`src/rtl/config_sram_array_if.sv`:
```
// Serial configuration port of the configuration SRAM array: start/mode control,
// the load stream with its ready/valid handshake, the readback stream and status.
interface config_sram_array_if;
  logic cfg_start;
  logic cfg_mode;
  logic cfg_din;
  logic cfg_din_valid;
  logic cfg_din_ready;
  logic cfg_dout;
  logic cfg_dout_valid;
  logic cfg_busy;
  logic cfg_done;

  modport master (
    output cfg_start, cfg_mode, cfg_din, cfg_din_valid,
    input  cfg_din_ready, cfg_dout, cfg_dout_valid, cfg_busy, cfg_done
  );

  modport slave (
    input  cfg_start, cfg_mode, cfg_din, cfg_din_valid,
    output cfg_din_ready, cfg_dout, cfg_dout_valid, cfg_busy, cfg_done
  );
endinterface

```
`src/rtl/config_sram_array.sv`:
```
// Configuration memory of NUM_FRAMES x FRAME_WIDTH SRAM bits, loaded and read back
// serially frame by frame; every stored bit drives a true and a complemented output.
module config_sram_array #(
  parameter int FRAME_WIDTH = 16,
  parameter int NUM_FRAMES  = 8
) (
  input  logic                              clk,
  input  logic                              reset,
  config_sram_array_if.slave                cfg,
  output logic [NUM_FRAMES*FRAME_WIDTH-1:0] cfg_bits,
  output logic [NUM_FRAMES*FRAME_WIDTH-1:0] cfg_bits_n
);

  localparam int AW = (NUM_FRAMES > 1) ? $clog2(NUM_FRAMES) : 1;
  localparam int CW = $clog2(FRAME_WIDTH + 1);

  localparam logic [AW-1:0] LAST_FRAME = AW'(NUM_FRAMES - 1);
  localparam logic [CW-1:0] LAST_BIT   = CW'(FRAME_WIDTH - 1);

  localparam logic [2:0] S_IDLE     = 3'd0;
  localparam logic [2:0] S_LOAD     = 3'd1;
  localparam logic [2:0] S_COMMIT   = 3'd2;
  localparam logic [2:0] S_RB_FETCH = 3'd3;
  localparam logic [2:0] S_RB_SHIFT = 3'd4;
  localparam logic [2:0] S_DONE     = 3'd5;

  logic [2:0]             state_q, state_d;
  logic [AW-1:0]          frame_addr_q, frame_addr_d;
  logic [CW-1:0]          bit_cnt_q, bit_cnt_d;
  logic [FRAME_WIDTH-1:0] frame_sr_q, frame_sr_d;
  logic                   commit_en;
  logic [FRAME_WIDTH-1:0] rd_frame;

  // True and complement planes are both stored so that each cell drives its two
  // outputs straight from flops, exactly like a 6T cell's Q/QB pair.
  logic [FRAME_WIDTH-1:0] mem_q   [NUM_FRAMES];
  logic [FRAME_WIDTH-1:0] mem_n_q [NUM_FRAMES];

  always_comb begin
    rd_frame = '0;
    for (int f = 0; f < NUM_FRAMES; f++) begin
      if (frame_addr_q == AW'(f)) rd_frame = mem_q[f];
    end
  end

  always_comb begin
    // NOTE: every signal assigned here gets a default first, so no path leaves a
    // value held over from the previous evaluation and no latch is inferred.
    state_d      = state_q;
    frame_addr_d = frame_addr_q;
    bit_cnt_d    = bit_cnt_q;
    frame_sr_d   = frame_sr_q;
    commit_en    = 1'b0;

    case (state_q)
      S_IDLE, S_DONE: begin
        if (cfg.cfg_start) begin
          frame_addr_d = '0;
          bit_cnt_d    = '0;
          state_d      = cfg.cfg_mode ? S_RB_FETCH : S_LOAD;
        end
      end

      S_LOAD: begin
        // Valid gaps simply hold everything, so a stalled stream loses nothing.
        if (cfg.cfg_din_valid) begin
          frame_sr_d = {cfg.cfg_din, frame_sr_q[FRAME_WIDTH-1:1]};
          bit_cnt_d  = bit_cnt_q + CW'(1);
          if (bit_cnt_q == LAST_BIT) state_d = S_COMMIT;
        end
      end

      S_COMMIT: begin
        commit_en = 1'b1;
        bit_cnt_d = '0;
        if (frame_addr_q == LAST_FRAME) begin
          state_d = S_DONE;
        end else begin
          frame_addr_d = frame_addr_q + AW'(1);
          state_d      = S_LOAD;
        end
      end

      S_RB_FETCH: begin
        frame_sr_d = rd_frame;
        bit_cnt_d  = '0;
        state_d    = S_RB_SHIFT;
      end

      S_RB_SHIFT: begin
        frame_sr_d = {1'b0, frame_sr_q[FRAME_WIDTH-1:1]};
        bit_cnt_d  = bit_cnt_q + CW'(1);
        if (bit_cnt_q == LAST_BIT) begin
          if (frame_addr_q == LAST_FRAME) begin
            state_d = S_DONE;
          end else begin
            frame_addr_d = frame_addr_q + AW'(1);
            state_d      = S_RB_FETCH;
          end
        end
      end

      default: state_d = S_IDLE;
    endcase
  end

  // NOTE: sequential state is written with non-blocking assignments only, so every
  // flop samples the pre-edge value of the others regardless of block ordering.
  always_ff @(posedge clk or posedge reset) begin
    if (reset) begin
      state_q      <= S_IDLE;
      frame_addr_q <= '0;
      bit_cnt_q    <= '0;
      frame_sr_q   <= '0;
    end else begin
      state_q      <= state_d;
      frame_addr_q <= frame_addr_d;
      bit_cnt_q    <= bit_cnt_d;
      frame_sr_q   <= frame_sr_d;
    end
  end

  // NOTE: the storage is flops with an asynchronous clear, not a RAM macro; a reset
  // must leave the fabric in a known, unconfigured state, so clearing it is required.
  always_ff @(posedge clk or posedge reset) begin
    if (reset) begin
      for (int f = 0; f < NUM_FRAMES; f++) begin
        mem_q[f]   <= '0;
        mem_n_q[f] <= '1;
      end
    end else if (commit_en) begin
      for (int f = 0; f < NUM_FRAMES; f++) begin
        if (frame_addr_q == AW'(f)) begin
          mem_q[f]   <= frame_sr_q;
          mem_n_q[f] <= ~frame_sr_q;
        end
      end
    end
  end

  for (genvar f = 0; f < NUM_FRAMES; f++) begin : g_frame_out
    assign cfg_bits[f*FRAME_WIDTH +: FRAME_WIDTH]   = mem_q[f];
    assign cfg_bits_n[f*FRAME_WIDTH +: FRAME_WIDTH] = mem_n_q[f];
  end

  // Port outputs are decoded from registered state only.
  assign cfg.cfg_din_ready  = (state_q == S_LOAD);
  assign cfg.cfg_dout_valid = (state_q == S_RB_SHIFT);
  assign cfg.cfg_dout       = (state_q == S_RB_SHIFT) & frame_sr_q[0];
  assign cfg.cfg_done       = (state_q == S_DONE);
  assign cfg.cfg_busy       = (state_q != S_IDLE) && (state_q != S_DONE);

endmodule

```
`src/flat_wrapper.sv`:
```
// flat-port wrapper written by rule: the top's interface ports become plain ports
module config_sram_array_flat 
#(
  parameter int FRAME_WIDTH = 16,
  parameter int NUM_FRAMES  = 8
)
  (clk, reset, cfg_bits, cfg_bits_n, cfg_cfg_start, cfg_cfg_mode, cfg_cfg_din, cfg_cfg_din_valid, cfg_cfg_din_ready, cfg_cfg_dout, cfg_cfg_dout_valid, cfg_cfg_busy, cfg_cfg_done);
  config_sram_array_if cfg_i ();
  input  logic clk;
  input  logic reset;
  output logic [NUM_FRAMES*FRAME_WIDTH-1:0] cfg_bits;
  output logic [NUM_FRAMES*FRAME_WIDTH-1:0] cfg_bits_n;
  input wire logic [$bits(cfg_i.cfg_start)-1:0] cfg_cfg_start;
  input wire logic [$bits(cfg_i.cfg_mode)-1:0] cfg_cfg_mode;
  input wire logic [$bits(cfg_i.cfg_din)-1:0] cfg_cfg_din;
  input wire logic [$bits(cfg_i.cfg_din_valid)-1:0] cfg_cfg_din_valid;
  output wire logic [$bits(cfg_i.cfg_din_ready)-1:0] cfg_cfg_din_ready;
  output wire logic [$bits(cfg_i.cfg_dout)-1:0] cfg_cfg_dout;
  output wire logic [$bits(cfg_i.cfg_dout_valid)-1:0] cfg_cfg_dout_valid;
  output wire logic [$bits(cfg_i.cfg_busy)-1:0] cfg_cfg_busy;
  output wire logic [$bits(cfg_i.cfg_done)-1:0] cfg_cfg_done;
  assign cfg_i.cfg_start = cfg_cfg_start;
  assign cfg_i.cfg_mode = cfg_cfg_mode;
  assign cfg_i.cfg_din = cfg_cfg_din;
  assign cfg_i.cfg_din_valid = cfg_cfg_din_valid;
  assign cfg_cfg_din_ready = cfg_i.cfg_din_ready;
  assign cfg_cfg_dout = cfg_i.cfg_dout;
  assign cfg_cfg_dout_valid = cfg_i.cfg_dout_valid;
  assign cfg_cfg_busy = cfg_i.cfg_busy;
  assign cfg_cfg_done = cfg_i.cfg_done;
  config_sram_array #(.FRAME_WIDTH(FRAME_WIDTH), .NUM_FRAMES(NUM_FRAMES)) u_core (.clk(clk), .reset(reset), .cfg(cfg_i), .cfg_bits(cfg_bits), .cfg_bits_n(cfg_bits_n));
endmodule
```
`config.mk`:
```
export PLATFORM = sky130hd
export DESIGN_NAME = config_sram_array_flat
export DESIGN_NICKNAME = d
export VERILOG_FILES = /design/src/rtl/config_sram_array_if.sv /design/src/rtl/config_sram_array.sv /design/src/flat_wrapper.sv
export SDC_FILE = /design/constraint.sdc
export NUM_CORES = 1
export LEC_CHECK = 0
export CORE_ASPECT_RATIO = 1.2
export CORE_MARGIN = 2
export CORE_UTILIZATION = 35
export DETAILED_ROUTE_END_ITERATION = 8
export SYNTH_ARGS = -nofsm -noshare
export SYNTH_HDL_FRONTEND = slang
export SYNTH_SLANG_ARGS = --single-unit
```
`constraint.sdc`:
```
create_clock -name clk -period 12.3 [get_ports clk]
set_input_delay 2.46 -clock clk [delete_from_list [all_inputs] [get_ports clk]]
set_output_delay 2.46 -clock clk [all_outputs]
set_load 0.005 [all_outputs]
```
======== After elaboration in Yosys (flattened, before gate mapping) ========
Cells that the tools add are included.
W data, S select, Z words.
cells by class
  add/sub/neg operators ................... 2
  equal/unequal tests ..................... 18
  mux-type cells .......................... 26
  bitwise operators ....................... 2
  reduce and logical (&&, ||, !) cells .... 21
operator list
  cell                   number
  $mux W16               9
  $pmux W16 S3           1
  $mux W3                9
  $pmux W5 S4            1
  $eq A3 B3 Y1 const B   6
  $reduce_and A2 Y1      9
  $not A16 Y16           1
  $pmux W3 S5            1
  $eq A3 B2 Y1 const B   4
  $mux W5                2
  $pmux W3 S3            1
  $reduce_bool A3 Y1     3
  $eq A3 B1 Y1 const B   2
  $logic_not A3 Y1       2
  $reduce_and A3 Y1      2
  $add A5 B1 Y5 const B  1
  $eq A5 B4 Y1 const B   1
  $ne A2 B1 Y1 const B   2
  $ne A2 B2 Y1 const B   2
  $reduce_and A4 Y1      1
  $reduce_bool A4 Y1     1
  $reduce_or A2 Y1       2
  $add A3 B1 Y3 const B  1
  $ne A3 B3 Y1 const B   1
  4 further kinds        4
word-level totals
  flip-flop bits (word level) ............. 283
  input bits .............................. 6
  output and inout bits ................... 261
  word-level logic and storage cells ...... 89

======== Longest topological paths before layout ========
  word-level depth ........................ 10
  depth in mapped cells ................... 10
  depth with buffers taken out ............ 8

======== Worst setup path before layout ========
Ideal clock, no wire load.
  path kind ............................... register -> output
  start point ............................. reg u_core.state_q[1]
  end point ............................... out cfg_cfg_dout
  arrival time ............................ 1.226 ns
  required time ........................... 9.840 ns
  slack ................................... 8.614 ns
  cell stages (with the launch flop) ...... 5
  buffers on the path ..................... 1
  cell sequence ........................... dfrtp_1 -> buf_4 -> or3b_4 -> inv_1 -> and2_1
between the ends
  word-level cells in the longest chain between the ends .. 2
RTL lines
  element                       line                      RTL
  start, declared               config_sram_array.sv:27   logic [2:0] state_q, state_d;
  start signal, assigned        config_sram_array.sv:116  state_q <= state_d;
  $eq A3 B3 Y1                  --
  named net cfg_cfg_dout_valid  flat_wrapper.sv:19        output wire logic [$bits(cfg_i.cfg_dout_valid)-1:0] cfg_cfg_dout_valid;
  $and A1 B1 Y1                 config_sram_array.sv:149  assign cfg.cfg_dout = (state_q == S_RB_SHIFT) & frame_sr_q[0];
  end, declared                 flat_wrapper.sv:18        output wire logic [$bits(cfg_i.cfg_dout)-1:0] cfg_cfg_dout;
The timed path passes the listed nets, and every way through them passes these cells.

======== Final worst setup path ========
  start point ............................. reg u_core.state_q[2]
  end point ............................... out cfg_cfg_dout
between the ends
  word-level cells in the longest chain between the ends .. 2
RTL lines
  element        line
  $eq A3 B3 Y1   config_sram_array.sv:149
  $and A1 B1 Y1  config_sram_array.sv:149
Every way passes these cells.

==> metrics.md <==
| Metric | Value |
|---|---|
| CP peak stage delay | 0.66 ns |
| Final hold vios | 0 |
| Post-CTS Setup Bufs | 0 |
| Most frequent cells after synthesis | nand2_1, dfrtp_1, dfstp_2 |
| Dpl hpwl | between 20,000 and 30,000 µm |
| Yosys top cell by area | dfrtp_1 |
| Seq/Total Area, Yosys | 0.573 |
| Largest net degree at the start of global routing | roughly 140 |
| Rows | between 70 and 80 |
| Yosys warns | 0 |
| Port bufs | 266 |
| Starting Density | 0.353 |
| Drt drc | 0 |
| Worst-path clk slew | 0.06 ns |
| Iter 0 DRT Violations | roughly 460 |
| Gr usage total | 0.205 |
| Final ANT Viol Nets | 0 |
| Distinct cells, synth | between 50 and 60 |
| HP Class | flip-flop to flip-flop |
| CP required | between 9 and 10 ns |
| Final std cells w/o fill | between 1,500 and 2,000 |
| CORE AREA | roughly 0.036 mm² |
| Resize count post-CTS | 0 |
| Layout net count | 1,281 |
| Clock skew | roughly 0.013 ns |
| Die ar. | roughly 0.038 mm² |
| Drt first pass iters | 4 |
| Outcome | finished clean |
| Yosys reg bits | between 200 and 300 |
| Leak pwr | about 0.0068 µW |
| Syn Area/Cell | 11.9 µm² |
| Grt total ovfl | 0 |
| EDFF count, synth | 0 |
| Count leader, synth | nand2_1 |
| Type of origin of the critical path | flip-flop |
| TritonCTS Buffers | 30 |
| First-pass GRT wire length | between 50,000 and 60,000 µm |
| Post-route setup TNS | 0 ns |
| Inserted Diodes | 0 |
| Die X | ~180 µm |
| Hold path startpoint | u_core.cfg_bits_n[59]$_DFFE_PP1P_ |
| Net Count, Synth | 1,080 |
| Vias in the first global route | around 9,200 |
| Max FO, Critical Path | 16 |
| FF-to-FF Start | u_core.frame_addr_q[2]$_DFFE_PP0P_ |
| Final worst-path cycle share | 0.417 |
| WP depth | 4 |
| Post-Synthesis Cells | roughly 1,100 |
| Via-per-instance ratio | 5.08 |
| Area growth syn-to-layout | 29.5% |
| VDD IR-drop max | approximately 0.15 mV |
| Async S/R FF share, synth | 1.00 |
| Worst R2R End | u_core.cfg_bits[112]$_DFFE_PP0P_ |
| Path depth of the worst reg2reg path | 3 |
| Routed length per instance | ~22 µm |
| CP max stage cell | dfrtp_1 |
| Max-cap viol count | 0 |
| Clk root buf | clkbuf_16 |
| H-tree levels | 1 |
| Die Y-Extent | approximately 210 µm |
| Num Clock Sinks | 283 |
| Slew headroom | 0.281 |
| Post-synth top area share | 0.307 |
| Unrepaired setup endpoints after global routing | false |
| Crit path buf inv count | 2 |
| Vias post-DR | between 8,000 and 9,000 |
| Critical path type | flip-flop to output port |
| CTS tree | yes |
| Post-Syn Area | ~0.013 mm² |
| Final setup viols | 0 |
| Critical Path End Type | output port |
| Worst skew pair latency | around 0.56 ns |
| Delay-heaviest family, CP | buffers and inverters |
| Pwr dens | 223 mW/mm² |
| Synth area leaders | dfrtp_1, dfstp_2, mux2_4 |
| Hold depth | 2 |
| Min cycle time layout | between 5 and 6 ns |
| Dpl cells | about 1,700 |
| Cts hold-fix bufs | 0 |
| Main synth FF type | dfrtp_1 |
| Routed WL | 38,800 µm |
| Slew Viols, Final | 0 |
| Initial antenna violation count | 0 |
| Reg2Reg Setup Slack | ~8.8 ns |
| Worst Hold Path EP | u_core.cfg_bits_n[59]$_DFFE_PP1P_ |
| Share of cells above drive strength 1 | 0.249 |
| Worst slew pin tran | about 1.1 ns |
| Worst-path cell chain | or3b_4 -> inv_1 -> and2_1 -> clkdlybuf4s50_1 |
| Boundary pin count | 267 |
| Clock buffer depth | 3 |
| Critical Path AT | between 2 and 3 ns |
| Fmax | 195 MHz |
| Placer congestion estimate | 0.768 |
-- layout make-up --
class | count | area (µm²)
clock buffer | 46 | 923
clock inverter | 10 | 51.3
fill | 3391 | 19400
inverter | 11 | 48.8
multi-input combinational | 667 | 4780
sequential | 283 | 7240
tap | 468 | 586
timing repair buffer | 274 | 2720
-- report_power, final --
part / switching (µW) / internal [µW]
registers: 372 / 1190
clock network: 378 / 515
logic: 555 / 645
total: 1310 / 2340
-- through the flow --
stage	instance area, µm²	power [µW]	util	hold slack, ns	worst slack, ns
3_5_place_dp	15400	2780	0.430	0.455	7.44
2_1_floorplan	12600	2130	-	0.452	2.24
4_1_cts	16400	3690	0.457	0.464	7.16
3_3_place_gp	15400	2750	0.430	0.451	7.44
6_report	16400	3650	0.457	0.461	7.17
5_1_grt	16400	3860	0.457	0.476	7.07
-- flip-flops by register name, summed over array words and instances (netlist names) --
register / count
u_core.bit_cnt_q: 5
u_core.cfg_bits: 128
u_core.cfg_bits_n: 128
u_core.frame_addr_q: 3
u_core.state_q: 3
u_core.frame_sr_q: 16
-- routing by layer --
layer / vias to the layer above / wire [µm] / global-route usage
met3: 48 / 3110 / 0.0606
li1: 4164 / - / -
met1: 4457 / 16400 / 0.264
met4: 0 / 842 / 0.0546
met5: - / 0 / 0
met2: 259 / 18500 / 0.336
-- layout by cell type (no fill, tap or decap), types with 25 or more instances in the layout --
master / n
dfstp_2: 128
o21ai_1: 64
nand2_1: 170
mux2_4: 48
mux2_2: 49
nor2_1: 25
clkbuf_16: 32
clkdlybuf4s50_1: 266
mux2_1: 32
dfrtp_1: 155
o21ai_0: 105
-- kinds of logic after synthesis --
family,share of synthesized area
adders and majority gates,0.00792
AOI/OAI and AO/OA,0.142
muxes,0.133
and+or+nand+nor,0.0939
xor gates and xnor gates,0.000693
DFF,0.573
buffers and inverters,0.0491
-- worst max path at each step --
| stage | from | slack, ns | end |
|---|---|---|---|
| 3_3_place_gp | reset | 7.44 | u_core.cfg_bits[0]$_DFFE_PP0P_ |
| 6_report | u_core.state_q[2]$_DFFE_PP0P_ | 7.17 | cfg_cfg_dout |
| 5_1_grt | u_core.state_q[2]$_DFFE_PP0P_ | 7.07 | cfg_cfg_dout |
| 3_5_place_dp | reset | 7.44 | u_core.cfg_bits[0]$_DFFE_PP0P_ |
| 4_1_cts | u_core.state_q[2]$_DFFE_PP0P_ | 7.16 | cfg_cfg_dout |
| 2_1_floorplan | reset | 2.24 | u_core.bit_cnt_q[0]$_DFFE_PP0P_ |
-- worst reg2reg max path, cell delays in order, from the launching register on --
cell     delay, ns
dfrtp_1       0.86
ha_1          1.01
nand2_2       0.89
mux2_1        0.60
Note: power is estimated with default switching activity, not from simulation.
